## src/rtl/debug_dump_sequencer.sv

```systemverilog
// Streams the PC, the register file and the data memory out over a UART byte
// interface, one word at a time, least-significant byte first.
module debug_dump_sequencer #(
  parameter int NB_DATA     = 32,
  parameter int NB_BYTE     = 8,
  parameter int NB_ADDR     = 5,
  parameter int N_REGS      = 32,
  parameter int N_MEM_WORDS = 32
) (
  input  logic               i_clock,
  input  logic               i_reset,
  input  logic               i_start,
  input  logic [NB_DATA-1:0] i_pc,
  output logic [NB_ADDR-1:0] o_reg_addr,
  input  logic [NB_DATA-1:0] i_reg_data,
  output logic [NB_ADDR-1:0] o_mem_addr,
  input  logic [NB_DATA-1:0] i_mem_data,
  input  logic               i_tx_done_tick,
  output logic               o_tx_start,
  output logic [NB_BYTE-1:0] o_tx_data,
  output logic               o_busy,
  output logic               o_done
);

  localparam int BYTES_PER_WORD = NB_DATA / NB_BYTE;
  localparam int NB_BIDX = (BYTES_PER_WORD > 1) ? $clog2(BYTES_PER_WORD) : 1;
  localparam logic [NB_BIDX-1:0] LAST_BYTE = NB_BIDX'(BYTES_PER_WORD - 1);
  localparam logic [NB_ADDR-1:0] LAST_REG  = NB_ADDR'(N_REGS - 1);
  localparam logic [NB_ADDR-1:0] LAST_MEM  = NB_ADDR'(N_MEM_WORDS - 1);

  typedef enum logic [2:0] {IDLE, FETCH, LATCH, SEND, WAIT_TX, DONE} state_t;
  typedef enum logic [1:0] {SEC_PC, SEC_REG, SEC_MEM} section_t;

  state_t             state_q, state_d;
  section_t           section_q, section_d;
  logic [NB_ADDR-1:0] wordIdx_q, wordIdx_d;
  logic [NB_BIDX-1:0] byteIdx_q, byteIdx_d;
  logic [NB_DATA-1:0] shift_q, shift_d;
  logic [NB_ADDR-1:0] regAddr_q, regAddr_d;
  logic [NB_ADDR-1:0] memAddr_q, memAddr_d;

  always_ff @(posedge i_clock) begin
    if (i_reset) begin
      state_q   <= IDLE;
      section_q <= SEC_PC;
      wordIdx_q <= '0;
      byteIdx_q <= '0;
      shift_q   <= '0;
      regAddr_q <= '0;
      memAddr_q <= '0;
    end else begin
      state_q   <= state_d;
      section_q <= section_d;
      wordIdx_q <= wordIdx_d;
      byteIdx_q <= byteIdx_d;
      shift_q   <= shift_d;
      regAddr_q <= regAddr_d;
      memAddr_q <= memAddr_d;
    end
  end

  always_comb begin
    state_d   = state_q;
    section_d = section_q;
    wordIdx_d = wordIdx_q;
    byteIdx_d = byteIdx_q;
    shift_d   = shift_q;
    regAddr_d = regAddr_q;
    memAddr_d = memAddr_q;
    case (state_q)
      IDLE: begin
        if (i_start) begin
          state_d   = FETCH;
          section_d = SEC_PC;
          wordIdx_d = '0;
          byteIdx_d = '0;
        end
      end
      FETCH: begin
        state_d = LATCH;
        if (section_q == SEC_REG) regAddr_d = wordIdx_q;
        else if (section_q == SEC_MEM) memAddr_d = wordIdx_q;
      end
      LATCH: begin
        state_d = SEND;
        case (section_q)
          SEC_REG: shift_d = i_reg_data;
          SEC_MEM: shift_d = i_mem_data;
          default: shift_d = i_pc;
        endcase
      end
      SEND: state_d = WAIT_TX;
      WAIT_TX: begin
        if (i_tx_done_tick) begin
          if (byteIdx_q != LAST_BYTE) begin
            byteIdx_d = byteIdx_q + NB_BIDX'(1);
            shift_d   = shift_q >> NB_BYTE;
            state_d   = SEND;
          end else begin
            // Word finished: move to the next word, section, or finish the dump.
            byteIdx_d = '0;
            wordIdx_d = '0;
            state_d   = FETCH;
            case (section_q)
              SEC_PC: section_d = SEC_REG;
              SEC_REG: begin
                if (wordIdx_q == LAST_REG) section_d = SEC_MEM;
                else wordIdx_d = wordIdx_q + NB_ADDR'(1);
              end
              default: begin
                if (wordIdx_q == LAST_MEM) state_d = DONE;
                else wordIdx_d = wordIdx_q + NB_ADDR'(1);
              end
            endcase
          end
        end
      end
      DONE:    state_d = IDLE;
      default: state_d = IDLE;
    endcase
  end

  // The address is presented during FETCH itself so read data is ready in LATCH.
  assign o_reg_addr = (state_q == FETCH && section_q == SEC_REG) ? wordIdx_q : regAddr_q;
  assign o_mem_addr = (state_q == FETCH && section_q == SEC_MEM) ? wordIdx_q : memAddr_q;
  assign o_tx_start = (state_q == SEND);
  assign o_tx_data  = shift_q[NB_BYTE-1:0];
  assign o_busy     = (state_q != IDLE) && (state_q != DONE);
  assign o_done     = (state_q == DONE);

endmodule

```

## config.mk

```make
export PLATFORM = sky130hd
export DESIGN_NAME = debug_dump_sequencer
export DESIGN_NICKNAME = d
export VERILOG_FILES = /design/src/rtl/debug_dump_sequencer.sv
export SDC_FILE = /design/constraint.sdc
export NUM_CORES = 1
export LEC_CHECK = 0
export BUFFER_PORTS_ARGS = -buffer_cell sky130_fd_sc_hd__buf_2
export CELL_PAD_IN_SITES_DETAIL_PLACEMENT = 1
export CELL_PAD_IN_SITES_GLOBAL_PLACEMENT = 1
export CORE_MARGIN = 5
export CORE_UTILIZATION = 31
export DETAILED_ROUTE_END_ITERATION = 6
export PLACE_DENSITY = 0.83
export RECOVER_POWER = 100
export REMOVE_ABC_BUFFERS = 1
export SYNTH_ARGS = -nofsm -noshare
export SYNTH_HDL_FRONTEND = slang
export SYNTH_SLANG_ARGS = --single-unit
export TNS_END_PERCENT = 30
```

## constraint.sdc

```tcl
create_clock -name i_clock -period 1.73 [get_ports i_clock]
set_input_delay 0.0865 -clock i_clock [delete_from_list [all_inputs] [get_ports i_clock]]
set_output_delay 0.0865 -clock i_clock [all_outputs]
set_load 0.02 [all_outputs]
```

# After elaboration in Yosys (flattened, before gate mapping)
# Cells that the tools add are included.
classes:
  addsub: 2
  n_reduce_logical: 16
  n_eq_ne: 16
  mux: 27
  bitwise: 1
op_table:
  columns: ["operator", "n"]
  rows:
  - ["32-bit case mux with 2 select lines", 2]
  - ["32-bit 2-to-1 mux", 2]
  - ["5-bit 2-to-1 mux", 7]
  - ["3-bit 2-to-1 mux", 5]
  - ["3-bit case mux with 5 select lines", 1]
  - ["2-bit 2-to-1 mux", 6]
  - ["2-bit case mux with 2 select lines", 3]
  - ["2-bit inequality test, second input constant", 5]
  - ["5-bit case mux with 2 select lines", 1]
  - ["3-bit inequality test, second input constant", 3]
  - ["3-bit AND reduction", 3]
  - ["3-bit by 2-bit == test with 1-bit output, second input constant", 2]
  - ["3-bit == test, second input constant", 2]
  - ["6-bit AND reduction", 1]
  - ["5-bit by 1-bit adder with 5-bit output, second input constant", 1]
  - ["5-bit == test, second input constant", 1]
  - ["2-bit AND reduction", 2]
  - ["4-bit AND reduction", 1]
  - ["2-bit nonzero test", 2]
  - ["3-bit by 1-bit == test with 1-bit output, second input constant", 1]
  - ["1-bit logical AND", 3]
  - ["3-bit zero test", 1]
  - ["3-bit nonzero test", 1]
  - ["2-bit by 1-bit adder with 2-bit output, second input constant", 1]
  - ["5 further kinds", 5]
totals:
  in_bits: 100
  word_cells: 69
  reg_bits: 54

# Longest topological paths before layout
# Gate-level depths: netlist of run 1.
depth:
  ltp_word: 6
  mapped_depth: 8
  ltp_nobuf: 7

# Worst setup path after synthesis of run 1
# Ideal clock, no wire load.
synth_timing:
  kind: "reg-to-reg"
  from: "reg state_q[0]"
  to: "reg memAddr_q[0]"
  path_buffers: 2
  t_arrival_ns: 1.551
  setup_slack_ns: 0.064
  path_stages_with_launch: 7
  t_required_ns: 1.615
  cell_sequence: "dfxtp_1 > buf_2 > nor3b_1 > and2_1 > buf_4 > mux2_2 > and2_1"
synth_via:
  elab_chain_cells: 2
synth_lines:
  columns: ["element", "line", "text"]
  rows:
  - ["from (decl)", "34", "state_t state_q, state_d;"]
  - ["from (signal assigned)", "52", "state_q <= state_d;"]
  - ["3-bit by 1-bit == test with 1-bit output", "70", "case (state_q)"]
  - ["3-bit AND reduction (no line)", null, null]
  - ["to (signal assigned)", "58", "memAddr_q <= memAddr_d;"]
  - ["to (decl)", "40", "logic [NB_ADDR-1:0] memAddr_q, memAddr_d;"]
# No other way between the ends.
# A chain may end at the register's enable or synchronous reset.

# Worst setup path after layout of run 1
layout_timing:
  from: "reg state_q[2]"
  to: "out o_mem_addr[1]"
layout_via:
  elab_chain_cells: 3
layout_lines:
  columns: ["element", "line", "text"]
  rows:
  - ["3-bit by 1-bit == test with 1-bit output", "125", "assign o_mem_addr = (state_q == FETCH && section_q == SEC_MEM) ? wordIdx_q : memAddr_q;"]
  - ["1-bit logical AND", "125", null]
  - ["5-bit 2-to-1 mux", "125", null]
  - ["to (decl)", "16", "output logic [NB_ADDR-1:0] o_mem_addr,"]
# No other way between the ends.

==> results of run 1 <==
registers in the layout, summed over array words and instances, names as in the netlist:
| register | cells |
|---|---|
| section_q | 2 |
| regAddr_q | 5 |
| shift_q | 32 |
| byteIdx_q | 2 |
| memAddr_q | 5 |
| wordIdx_q | 5 |
| state_q | 3 |
final cells by class:
| type | instances | area [um^2] | area share |
|---|---|---|---|
| multi-input cells | 276 | 1870 | 0.452 |
| flip-flops and latches | 54 | 1090 | 0.263 |
| repair buffers | 147 | 880 | 0.213 |
| well taps | 133 | 166 | 0.0402 |
| clock buffers | 6 | 72.6 | 0.0175 |
| clock inverters | 2 | 37.5 | 0.00907 |
| inverters | 6 | 22.5 | 0.00544 |
cells by family (layout without fill, tap and decap cells):
| logic type | Yosys count | in the layout | synth area share |
|---|---|---|---|
| mux | 12 | 12 | 0.0433 |
| buf+inv | 51 | 161 | 0.0813 |
| xor+xnor | 2 | 2 | 0.00572 |
| compound gates | 161 | 161 | 0.333 |
| flops | 54 | 54 | 0.353 |
| simple gates | 95 | 95 | 0.160 |
| fa+ha+maj | 6 | 6 | 0.0245 |
stage by stage:
step | setup TNS [ps] | total power [mW] | instance area [um^2] | util | instances
6_report | 0 | 2.58 | 4140 | 0.427 | 624
5_1_grt | -612 | 2.69 | 4140 | 0.427 | 624
4_1_cts | -46.9 | 2.59 | 3990 | 0.412 | 620
3_5_place_dp | 0 | 1.73 | 3830 | 0.396 | 611
3_3_place_gp | 0 | 1.71 | 3830 | 0.396 | 611
2_1_floorplan | -30420 | 1.52 | 2840 | - | 336
worst register-to-register path, delay by kind of cell, from the launching register on:
kind / cells / cell delay (ps)
adder cells (fa/ha/maj): 2 / 340
flip-flops: 1 / 340
AND/OR/NAND/NOR: 2 / 360
multiplexers: 1 / 80
AO/OA/AOI/OAI: 2 / 510
cell usage after synthesis:
| library cell | instances | share of area |
|---|---|---|
| a211oi_1 | 25 | 0.061 |
| a21boi_1 | 1 | 0.0025 |
| a21o_1 | 1 | 0.0025 |
| a21oi_1 | 60 | 0.098 |
| a21oi_2 | 2 | 0.0057 |
| a221oi_2 | 1 | 0.0049 |
| a22oi_1 | 32 | 0.078 |
| a31oi_1 | 1 | 0.0020 |
| and2_1 | 13 | 0.027 |
| and3_1 | 2 | 0.0041 |
| buf_1 | 4 | 0.0049 |
| buf_2 | 13 | 0.021 |
| buf_4 | 11 | 0.027 |
| clkbuf_1 | 17 | 0.021 |
| dfxtp_1 | 54 | 0.35 |
| ha_1 | 6 | 0.025 |
| inv_1 | 6 | 0.0074 |
| mux2_2 | 10 | 0.037 |
| mux2i_1 | 2 | 0.0065 |
| nand2_1 | 20 | 0.025 |
| nand2b_1 | 8 | 0.016 |
| nand3_1 | 8 | 0.013 |
| nand3b_1 | 1 | 0.0025 |
| nand4bb_1 | 1 | 0.0037 |
| nor2_1 | 29 | 0.036 |
| nor2_2 | 1 | 0.0020 |
| nor3_1 | 4 | 0.0065 |
| nor3_4 | 1 | 0.0053 |
| nor3b_1 | 2 | 0.0049 |
| nor3b_2 | 1 | 0.0041 |
| nor4_1 | 1 | 0.0020 |
| o2111ai_1 | 8 | 0.023 |
| o211a_1 | 1 | 0.0033 |
| o21ai_0 | 24 | 0.039 |
| o22ai_1 | 2 | 0.0041 |
| o31ai_1 | 2 | 0.0049 |
| o32ai_1 | 1 | 0.0029 |
| or2_2 | 1 | 0.0020 |
| or3b_2 | 1 | 0.0029 |
| or3b_4 | 1 | 0.0037 |
| xnor2_1 | 2 | 0.0057 |
per-layer routing:
layer  track usage  vias up  part of all wire
li1              -     1607                 -
met1         0.190     1514              0.42
met3        0.0364        8             0.062
met4        0.0312        0            0.0085
met5             0        -                 0
met2         0.291       90              0.51
timing repair:
action                                  4_1_cts  5_1_grt
endpoints found under the setup margin       21       43
pin swaps                                     2        6
cloned                                        0        1
gates resized for setup                      15       21
endpoints found under the hold margin         0        0
buffers inserted                              1        3
hold buffers                                  0        0
power by group:
group | internal (mW) | switching, mW
logic | 0.195 | 0.213
clock network | 0.433 | 0.426
registers | 1.29 | 0.0262
total | 1.92 | 0.665
how the worst min path moves through the flow:
stage / slack (ps) / end / startpoint / cells after the start
6_report: 120 / shift_q[24]$_SDFFE_PP0P_ / i_pc[24] / 3
5_1_grt: 140 / byteIdx_q[1]$_SDFFE_PP0P_ / i_reset / 2
4_1_cts: 110 / state_q[2]$_SDFFE_PP0P_ / i_tx_done_tick / 3
3_5_place_dp: 430 / shift_q[28]$_SDFFE_PP0P_ / i_pc[28] / 3
3_3_place_gp: 430 / byteIdx_q[1]$_SDFFE_PP0P_ / i_reset / 2
2_1_floorplan: 160 / section_q[1]$_SDFFE_PP0P_ / i_reset / 1
==> impl_metrics.env, run 1 <==
export IMPL_crit_path_start="state_q[2]$_SDFFE_PP0P_"
export IMPL_portBuffers=120
export IMPL_tritoncts="done"
export IMPL_crit_path_start_kind="flop"
export IMPL_reg2reg_depth=7
export IMPL_hold_slack_ps=123
export IMPL_insertion_delay_ps=310
export IMPL_reg2reg_setup_slack_ps=30
export IMPL_synth_seq_cells=54
export IMPL_synth_seq_area_share=0.353
export IMPL_rr_endpoint="section_q[1]$_SDFFE_PP0P_"
export IMPL_gp_congestion=0.762
export IMPL_synthCells=381
export IMPL_pre_cts_ws_ps=2.63
export IMPL_cp_end_kind="output port"
export IMPL_fin_skew_ps=6.85
export IMPL_die_area_mm2=0.0120
export IMPL_cap_violations=0
export IMPL_cts_root_buffer="clkbuf_8"
export IMPL_avgRoutedWirePerCell_um=16.3
export IMPL_setup_ws_ps=2.36
export IMPL_antenna_found_initial=0
export IMPL_drtPass1Iterations=5
export IMPL_rows=36
export IMPL_core_mm2=0.00968
export IMPL_drt_iter0_drc=155
export IMPL_initial_utilization=0.316
export IMPL_rsz0062_at_grt="true"
export IMPL_critPathSlowestCell="dfxtp_2"
export IMPL_grt_max_degree=41
export IMPL_slew_headroom=0.768
export IMPL_drv_slew=0
export IMPL_nNetsFinal=596
export IMPL_worstMarginPinSlew_ps=348
export IMPL_grt_pass1_wl_um=15500
export IMPL_die_h_um=109
export IMPL_crit_path_max_incr_delay_ps=350
export IMPL_most_common_layout_cells="buf_2 (109), a21oi_1 (59), dfxtp_1 (48)"
export IMPL_cp_cell_sequence="nor3b_4 -> and2_4 -> mux2_2 -> buf_2"
export IMPL_synth_cell_types=41
export IMPL_endpoint="o_mem_addr[1]"
export IMPL_hold_class="primary input to flop"
export IMPL_path_depth=4
export IMPL_grt_pass1_vias=3336
export IMPL_grt_overflow=0
export IMPL_ant_nets=0
export IMPL_crit_arrival_ps=1640
export IMPL_worstSetupPathType="flop to output port"
export IMPL_n_antenna_cell=0
export IMPL_p_leak_nw=1.62
export IMPL_area_growth_pct=35.1
export IMPL_via_per_inst=5.16
export IMPL_status="completed"
export IMPL_cp_max_fo=5
export IMPL_drcViolationCount=0
export IMPL_cts_num_sinks=54
export IMPL_path_clk_slew_ps=100
export IMPL_syn_avg_cell_area_um2=8.04
export IMPL_routed_wl_um=10200
export IMPL_finalHoldViolCount=0
export IMPL_num_vias=3219
export IMPL_boundaryPins=121
export IMPL_htreeDepth=2
export IMPL_min_period_ps=1730
export IMPL_fp_dieW_um=109
export IMPL_final_period_utilization=0.999
export IMPL_syn_area_mm2=0.00306
export IMPL_path_delay_family="simple AND/OR/NAND/NOR gates"
export IMPL_vdd_drop_max_v=0.000345
export IMPL_fillCellCount=1187
export IMPL_dp_hpwl_um=7380
export IMPL_cp_required_ps=1640
export IMPL_grt_util_all_layers=0.159
export IMPL_p_per_area_mw_per_mm2=624
export IMPL_reg2reg_from="wordIdx_q[0]$_SDFFE_PP0P_"
export IMPL_clk_path_buf_depth=2
export IMPL_critPathBufInv=1
export IMPL_final_common_cell="buf_2"
export IMPL_cts_buffers=5
export IMPL_fmax_ghz=0.579
export IMPL_finalSetupViolCount=0
export IMPL_drive_gt1_frac=0.381
export IMPL_yosysWarnings=0
Note: power is estimated with default switching activity, not from simulation.
==> run 2, diff against run 1 <==
--- a/config.mk
+++ b/config.mk
@@ -6,10 +6,10 @@
 export NUM_CORES = 1
 export LEC_CHECK = 0
 export BUFFER_PORTS_ARGS = -buffer_cell sky130_fd_sc_hd__buf_2
-export CELL_PAD_IN_SITES_DETAIL_PLACEMENT = 1
-export CELL_PAD_IN_SITES_GLOBAL_PLACEMENT = 1
+export CELL_PAD_IN_SITES_DETAIL_PLACEMENT = 2
+export CELL_PAD_IN_SITES_GLOBAL_PLACEMENT = 2
 export CORE_MARGIN = 5
-export CORE_UTILIZATION = 31
+export CORE_UTILIZATION = 24
 export DETAILED_ROUTE_END_ITERATION = 6
 export PLACE_DENSITY = 0.83
 export RECOVER_POWER = 100
==> run 2 against run 1 <==
  * The run now ends with setup timing left
  * Clock power is 16% higher
  * Combinational power is 5.9% higher
  * Cell area is 6.1% higher
  * Critical path depth is 3 higher
  * Critical path type is now flop to flop
  * Count of clock-buffer cells in the layout stayed put
  * Global-route usage is 0.83 points lower
==> impl_metrics.env, run 2 (same netlist as run 1, synthesis figures left out) <==
export IMPL_status="finished with violations"
export IMPL_violations="setup timing"
export IMPL_placed_cells=653
export IMPL_fp_dieW_um=123
export IMPL_final_cell_count_no_fill=671
export IMPL_hold_class="primary input to flop"
export IMPL_via_per_inst=4.97
export IMPL_hold_end="shift_q[25]$_SDFFE_PP0P_"
export IMPL_grt_pass1_vias=3580
export IMPL_postCtsHoldBufs=0
export IMPL_drtPass1Iterations=4
export IMPL_core_mm2=0.0126
export IMPL_rows=41
export IMPL_reg2reg_depth=7
export IMPL_boundaryPins=121
export IMPL_routed_wl_um=12300
export IMPL_tritoncts="done"
export IMPL_tns_ps=-54.6
export IMPL_most_common_layout_cells="buf_2 (102), a21oi_1 (59), dfxtp_1 (49)"
export IMPL_hold_depth=3
export IMPL_fin_util=0.349
export IMPL_hp_start="i_pc[25]"
export IMPL_cp_max_fo=10
export IMPL_grt_overflow=0
export IMPL_crit_path_start_kind="flop"
export IMPL_grt_max_degree=41
export IMPL_antenna_found_initial=0
export IMPL_top_register="shift_q"
export IMPL_cap_violations=0
export IMPL_initial_utilization=0.244
export IMPL_p_per_area_mw_per_mm2=627
export IMPL_portBuffers=120
export IMPL_worstMarginPinSlew_ps=359
export IMPL_dp_hpwl_um=8460
export IMPL_grt_pass1_wl_um=18300
export IMPL_p_leak_nw=1.70
export IMPL_avgRoutedWirePerCell_um=18.4
export IMPL_area_growth_pct=43.3
export IMPL_reg2reg_setup_slack_ps=-30
export IMPL_fmax_ghz=0.568
export IMPL_rr_endpoint="wordIdx_q[4]$_SDFFE_PP0P_"
export IMPL_final_period_utilization=1.02
export IMPL_finalSetupViolCount=6
export IMPL_reg2reg_from="state_q[2]$_SDFFE_PP0P_"
export IMPL_hold_slack_ps=154
export IMPL_finalHoldViolCount=0
export IMPL_clk_path_buf_depth=2
export IMPL_drv_slew=0
export IMPL_rsz0062_at_grt="true"
export IMPL_crit_arrival_ps=1980
export IMPL_die_area_mm2=0.0151
export IMPL_htreeDepth=2
export IMPL_slew_headroom=0.761
export IMPL_ant_nets=0
export IMPL_drive_gt1_frac=0.393
export IMPL_nNetsFinal=604
export IMPL_largest_reg_flops=32
export IMPL_num_vias=3335
export IMPL_gp_congestion=0.757
export IMPL_die_h_um=123
export IMPL_fillCellCount=1432
export IMPL_drt_iter0_drc=113
export IMPL_worstSetupPathType="flop to flop"
export IMPL_grt_util_all_layers=0.151
export IMPL_cts_num_sinks=54
export IMPL_insertion_delay_ps=290
export IMPL_final_common_cell="buf_2"
export IMPL_fin_skew_ps=4.94
export IMPL_vdd_drop_max_v=0.000327
export IMPL_path_clk_slew_ps=70
export IMPL_setup_ws_ps=-29.1
export IMPL_cts_buffers=5
export IMPL_n_antenna_cell=0
export IMPL_min_period_ps=1760
export IMPL_cp_end_kind="flop"
export IMPL_cp_required_ps=1950
export IMPL_cts_root_buffer="clkbuf_16"
export IMPL_drcViolationCount=0
run 2: through the flow:
stage / setup slack (ps) / power (mW) / area (um^2)
3_5_place_dp: -10.7 / 1.74 / 3920
5_1_grt: -108 / 2.88 / 4390
6_report: -29.1 / 2.75 / 4390
2_1_floorplan: -847 / 1.52 / 2840
4_1_cts: -24.9 / 2.75 / 4160
3_3_place_gp: 96.4 / 1.72 / 3920
run 2: repair_timing:
| action | in CTS | in global routing |
|---|---|---|
| pin swaps | 0 | 5 |
| setup endpoints to repair | 13 | 44 |
| gates cloned | 1 | 0 |
| resized for setup | 20 | 42 |
| setup buffers | 1 | 8 |
run 2: layout make-up:
cell class | instances | area, um^2 | share of cell area
Tap cell | 172 | 215 | 0.0490
Timing Repair Buffer | 155 | 1010 | 0.230
Multi-Input combinational cell | 276 | 1910 | 0.435
Sequential cell | 54 | 1090 | 0.248
Inverter | 6 | 22.5 | 0.00513
Clock buffer | 6 | 129 | 0.0294
Clock inverter | 2 | 13.8 | 0.00313
run 2: how the worst max path moves through the flow:
stage / start / to / cells past startpoint
CTS: section_q[1]$_SDFFE_PP0P_ / shift_q[21]$_SDFFE_PP0P_ / 7
finish: state_q[2]$_SDFFE_PP0P_ / wordIdx_q[4]$_SDFFE_PP0P_ / 7
detailed placement: section_q[0]$_SDFFE_PP0P_ / shift_q[16]$_SDFFE_PP0P_ / 7
floorplan: state_q[2]$_SDFFE_PP0P_ / shift_q[23]$_SDFFE_PP0P_ / 4
global placement: wordIdx_q[0]$_SDFFE_PP0P_ / section_q[1]$_SDFFE_PP0P_ / 7
global route: wordIdx_q[1]$_SDFFE_PP0P_ / section_q[1]$_SDFFE_PP0P_ / 7
run 2: per-layer routing:
metal | global-route usage | wire length, um | vias up
met2 | 0.278 | 6680 | 78
li1 | - | - | 1626
met5 | 0 | 0 | -
met1 | 0.182 | 5040 | 1622
met4 | 0.0346 | 140 | 0
met3 | 0.0256 | 479 | 9
run 2: power by group:
part / internal (mW) / switching (mW)
Clock: 0.538 / 0.463
Sequential: 1.29 / 0.0279
Combinational: 0.206 / 0.226
run 2: worst max-delay path: stages (launching register included):
cell,delay (ps)
dfxtp_2,340
buf_4,160
buf_4,170
nand2b_1,260
a21oi_4,300
buf_4,160
nand3_1,120
a21oi_1,180
==> run 3, diff against run 2 <==
--- a/config.mk
+++ b/config.mk
@@ -14,6 +14,7 @@
 export PLACE_DENSITY = 0.83
 export RECOVER_POWER = 100
 export REMOVE_ABC_BUFFERS = 1
+export SETUP_SLACK_MARGIN = 0.02
 export SYNTH_ARGS = -nofsm -noshare
 export SYNTH_HDL_FRONTEND = slang
 export SYNTH_SLANG_ARGS = --single-unit
==> run 3 against run 2 <==
  * The flow still finishes with violations (setup timing)
  * Clock skew up 1.8 ps
  * Cell area increased by 0.77%
  * Final cell count rose by 0.30%
  * Global-route usage stayed put
  * Maximum frequency fell by 0.65%
==> impl_metrics.env, run 3 (same netlist as run 1, synthesis figures left out) <==
export IMPL_cts_buffers=5
export IMPL_drt_iter0_drc=111
export IMPL_fin_util=0.352
export IMPL_grt_util_all_layers=0.151
export IMPL_num_vias=3384
export IMPL_grt_max_degree=41
export IMPL_worstSetupPathType="flop to flop"
export IMPL_violations="setup timing"
export IMPL_path_clk_slew_ps=70
export IMPL_fmax_ghz=0.565
export IMPL_gp_congestion=0.757
export IMPL_seqPwrFrac=0.475
export IMPL_p_comb_frac=0.161
export IMPL_largest_reg_flops=32
export IMPL_worstMarginPinSlew_ps=365
export IMPL_setup_ws_ps=-40.6
export IMPL_reg2reg_setup_slack_ps=-40
export IMPL_die_area_mm2=0.0151
export IMPL_portBuffers=120
export IMPL_switching_share=0.264
export IMPL_dp_hpwl_um=8460
export IMPL_placed_cells=653
export IMPL_area_growth_pct=44.4
export IMPL_grt_pass1_vias=3580
export IMPL_cp_max_fo=10
export IMPL_final_cell_count_no_fill=673
export IMPL_fp_dieW_um=123
export IMPL_endpoint="wordIdx_q[4]$_SDFFE_PP0P_"
export IMPL_most_common_layout_cells="buf_2 (102), a21oi_1 (60), dfxtp_1 (47)"
export IMPL_crit_path_start_kind="flop"
export IMPL_multi_input_comb_area_mm2=0.00190
export IMPL_cp_end_kind="flop"
export IMPL_finalHoldViolCount=0
export IMPL_tns_ps=-67.0
export IMPL_cts_root_buffer="clkbuf_16"
export IMPL_die_h_um=123
export IMPL_ant_nets=0
export IMPL_hold_class="primary input to flop"
export IMPL_clk_path_buf_depth=2
export IMPL_drcViolationCount=0
export IMPL_crit_path_start="state_q[2]$_SDFFE_PP0P_"
export IMPL_reg2reg_depth=7
export IMPL_p_leak_nw=1.72
export IMPL_cp_required_ps=1950
export IMPL_drive_gt1_frac=0.395
export IMPL_top_register="shift_q"
export IMPL_vdd_drop_max_v=0.000324
export IMPL_grt_pass1_wl_um=18300
export IMPL_slew_headroom=0.757
export IMPL_n_antenna_cell=0
export IMPL_hold_depth=3
export IMPL_finalSetupViolCount=6
export IMPL_avgRoutedWirePerCell_um=19.0
export IMPL_crit_arrival_ps=1990
export IMPL_core_mm2=0.0126
export IMPL_final_period_utilization=1.02
export IMPL_switchingPower_uw=731
export IMPL_rows=41
export IMPL_rsz0062_at_grt="true"
export IMPL_cap_violations=0
export IMPL_drtPass1Iterations=4
export IMPL_min_period_ps=1770
export IMPL_rr_endpoint="wordIdx_q[4]$_SDFFE_PP0P_"
export IMPL_reg2reg_from="state_q[2]$_SDFFE_PP0P_"
export IMPL_grt_overflow=0
export IMPL_routed_wl_um=12800
export IMPL_initial_utilization=0.244
export IMPL_pwr_share_clk=0.364
export IMPL_insertion_delay_ps=290
export IMPL_drv_slew=0
export IMPL_via_per_inst=5.03
export IMPL_fillCellCount=1436
export IMPL_nNetsFinal=606
export IMPL_fin_skew_ps=6.77
export IMPL_status="finished with violations"
export IMPL_p_per_area_mw_per_mm2=627
export IMPL_total_power_mw=2.77
export IMPL_tritoncts="done"
export IMPL_internal_power_mw=2.04
export IMPL_htreeDepth=2
export IMPL_seq_area_mm2=0.00109
export IMPL_boundaryPins=121
export IMPL_cts_num_sinks=54
export IMPL_antenna_found_initial=0
export IMPL_final_common_cell="buf_2"
==> run 3: changes by cell type in the layout (fill, tap and decap cells not counted), moves of 2 or more <==
cell | previous run | this run
a211oi_2 | 3 | 1
a211oi_1 | 22 | 24
dfxtp_2 | 5 | 7
dfxtp_1 | 49 | 47
==> run 3: timing repair <==
| action | in CTS | in global routing |
|---|---|---|
| gates cloned | 1 | 1 |
| endpoints found under the setup margin | 16 | 49 |
| buffers inserted | 1 | 9 |
| resized for setup | 23 | 41 |
| pin swaps | 0 | 7 |
| hold buffers | 0 | 0 |
==> run 3: power by group through the flow <==
| stage | registers [mW] | clock network, mW | logic, mW |
|---|---|---|---|
| 2_1_floorplan | 1.36 | 0 | 0.158 |
| 3_3_place_gp | 1.34 | 0 | 0.380 |
| 3_5_place_dp | 1.34 | 0 | 0.398 |
| 4_1_cts | 1.32 | 1.03 | 0.408 |
| 5_1_grt | 1.33 | 1.08 | 0.492 |
| 6_report | 1.32 | 1.01 | 0.446 |
==> run 3: critical path, cell delays in order (launching register included) <==
cell and delay (ps):
dfxtp_2 340, buf_4 150, buf_4 170, nand2b_1 250, a21oi_4 300, buf_4 160
nand3_1 120, a21oi_1 180
==> run 3: worst min-delay path by stage <==
stage | slack, ps | from | to
final | 150 | i_pc[31] | shift_q[31]$_SDFFE_PP0P_
after global routing | 170 | i_pc[24] | shift_q[24]$_SDFFE_PP0P_
after CTS | 130 | i_pc[25] | shift_q[25]$_SDFFE_PP0P_
after detailed placement | 440 | i_pc[25] | shift_q[25]$_SDFFE_PP0P_
after global placement | 430 | i_pc[26] | shift_q[26]$_SDFFE_PP0P_
after floorplan | 160 | i_reset | section_q[1]$_SDFFE_PP0P_
==> run 3: layout make-up <==
type | instances | area share
clock buffer | 6 | 0.0291
inverter | 6 | 0.00509
clock inverter | 2 | 0.00311
timing repair buffer | 157 | 0.238
sequential | 54 | 0.246
multi-input combinational | 276 | 0.430
tap | 172 | 0.0486
==> run 3: metal layers <==
| layer | global-route usage | vias to the layer above | share of wire |
|---|---|---|---|
| li1 | - | 1632 | - |
| met1 | 0.182 | 1658 | 0.41 |
| met2 | 0.278 | 79 | 0.53 |
| met3 | 0.0256 | 15 | 0.038 |
| met4 | 0.0346 | 0 | 0.015 |
| met5 | 0 | - | 0 |
==> run 3: stage by stage <==
step                      hold WS [ps]  setup slack (ps)  cell area, um^2
final                              146             -40.6             4420
after CTS                          134             -24.9             4170
after detailed placement           436             -10.7             3920
after global placement             431              96.4             3920
after floorplan                    156              -847             2840
after global routing               168             -94.0             4420
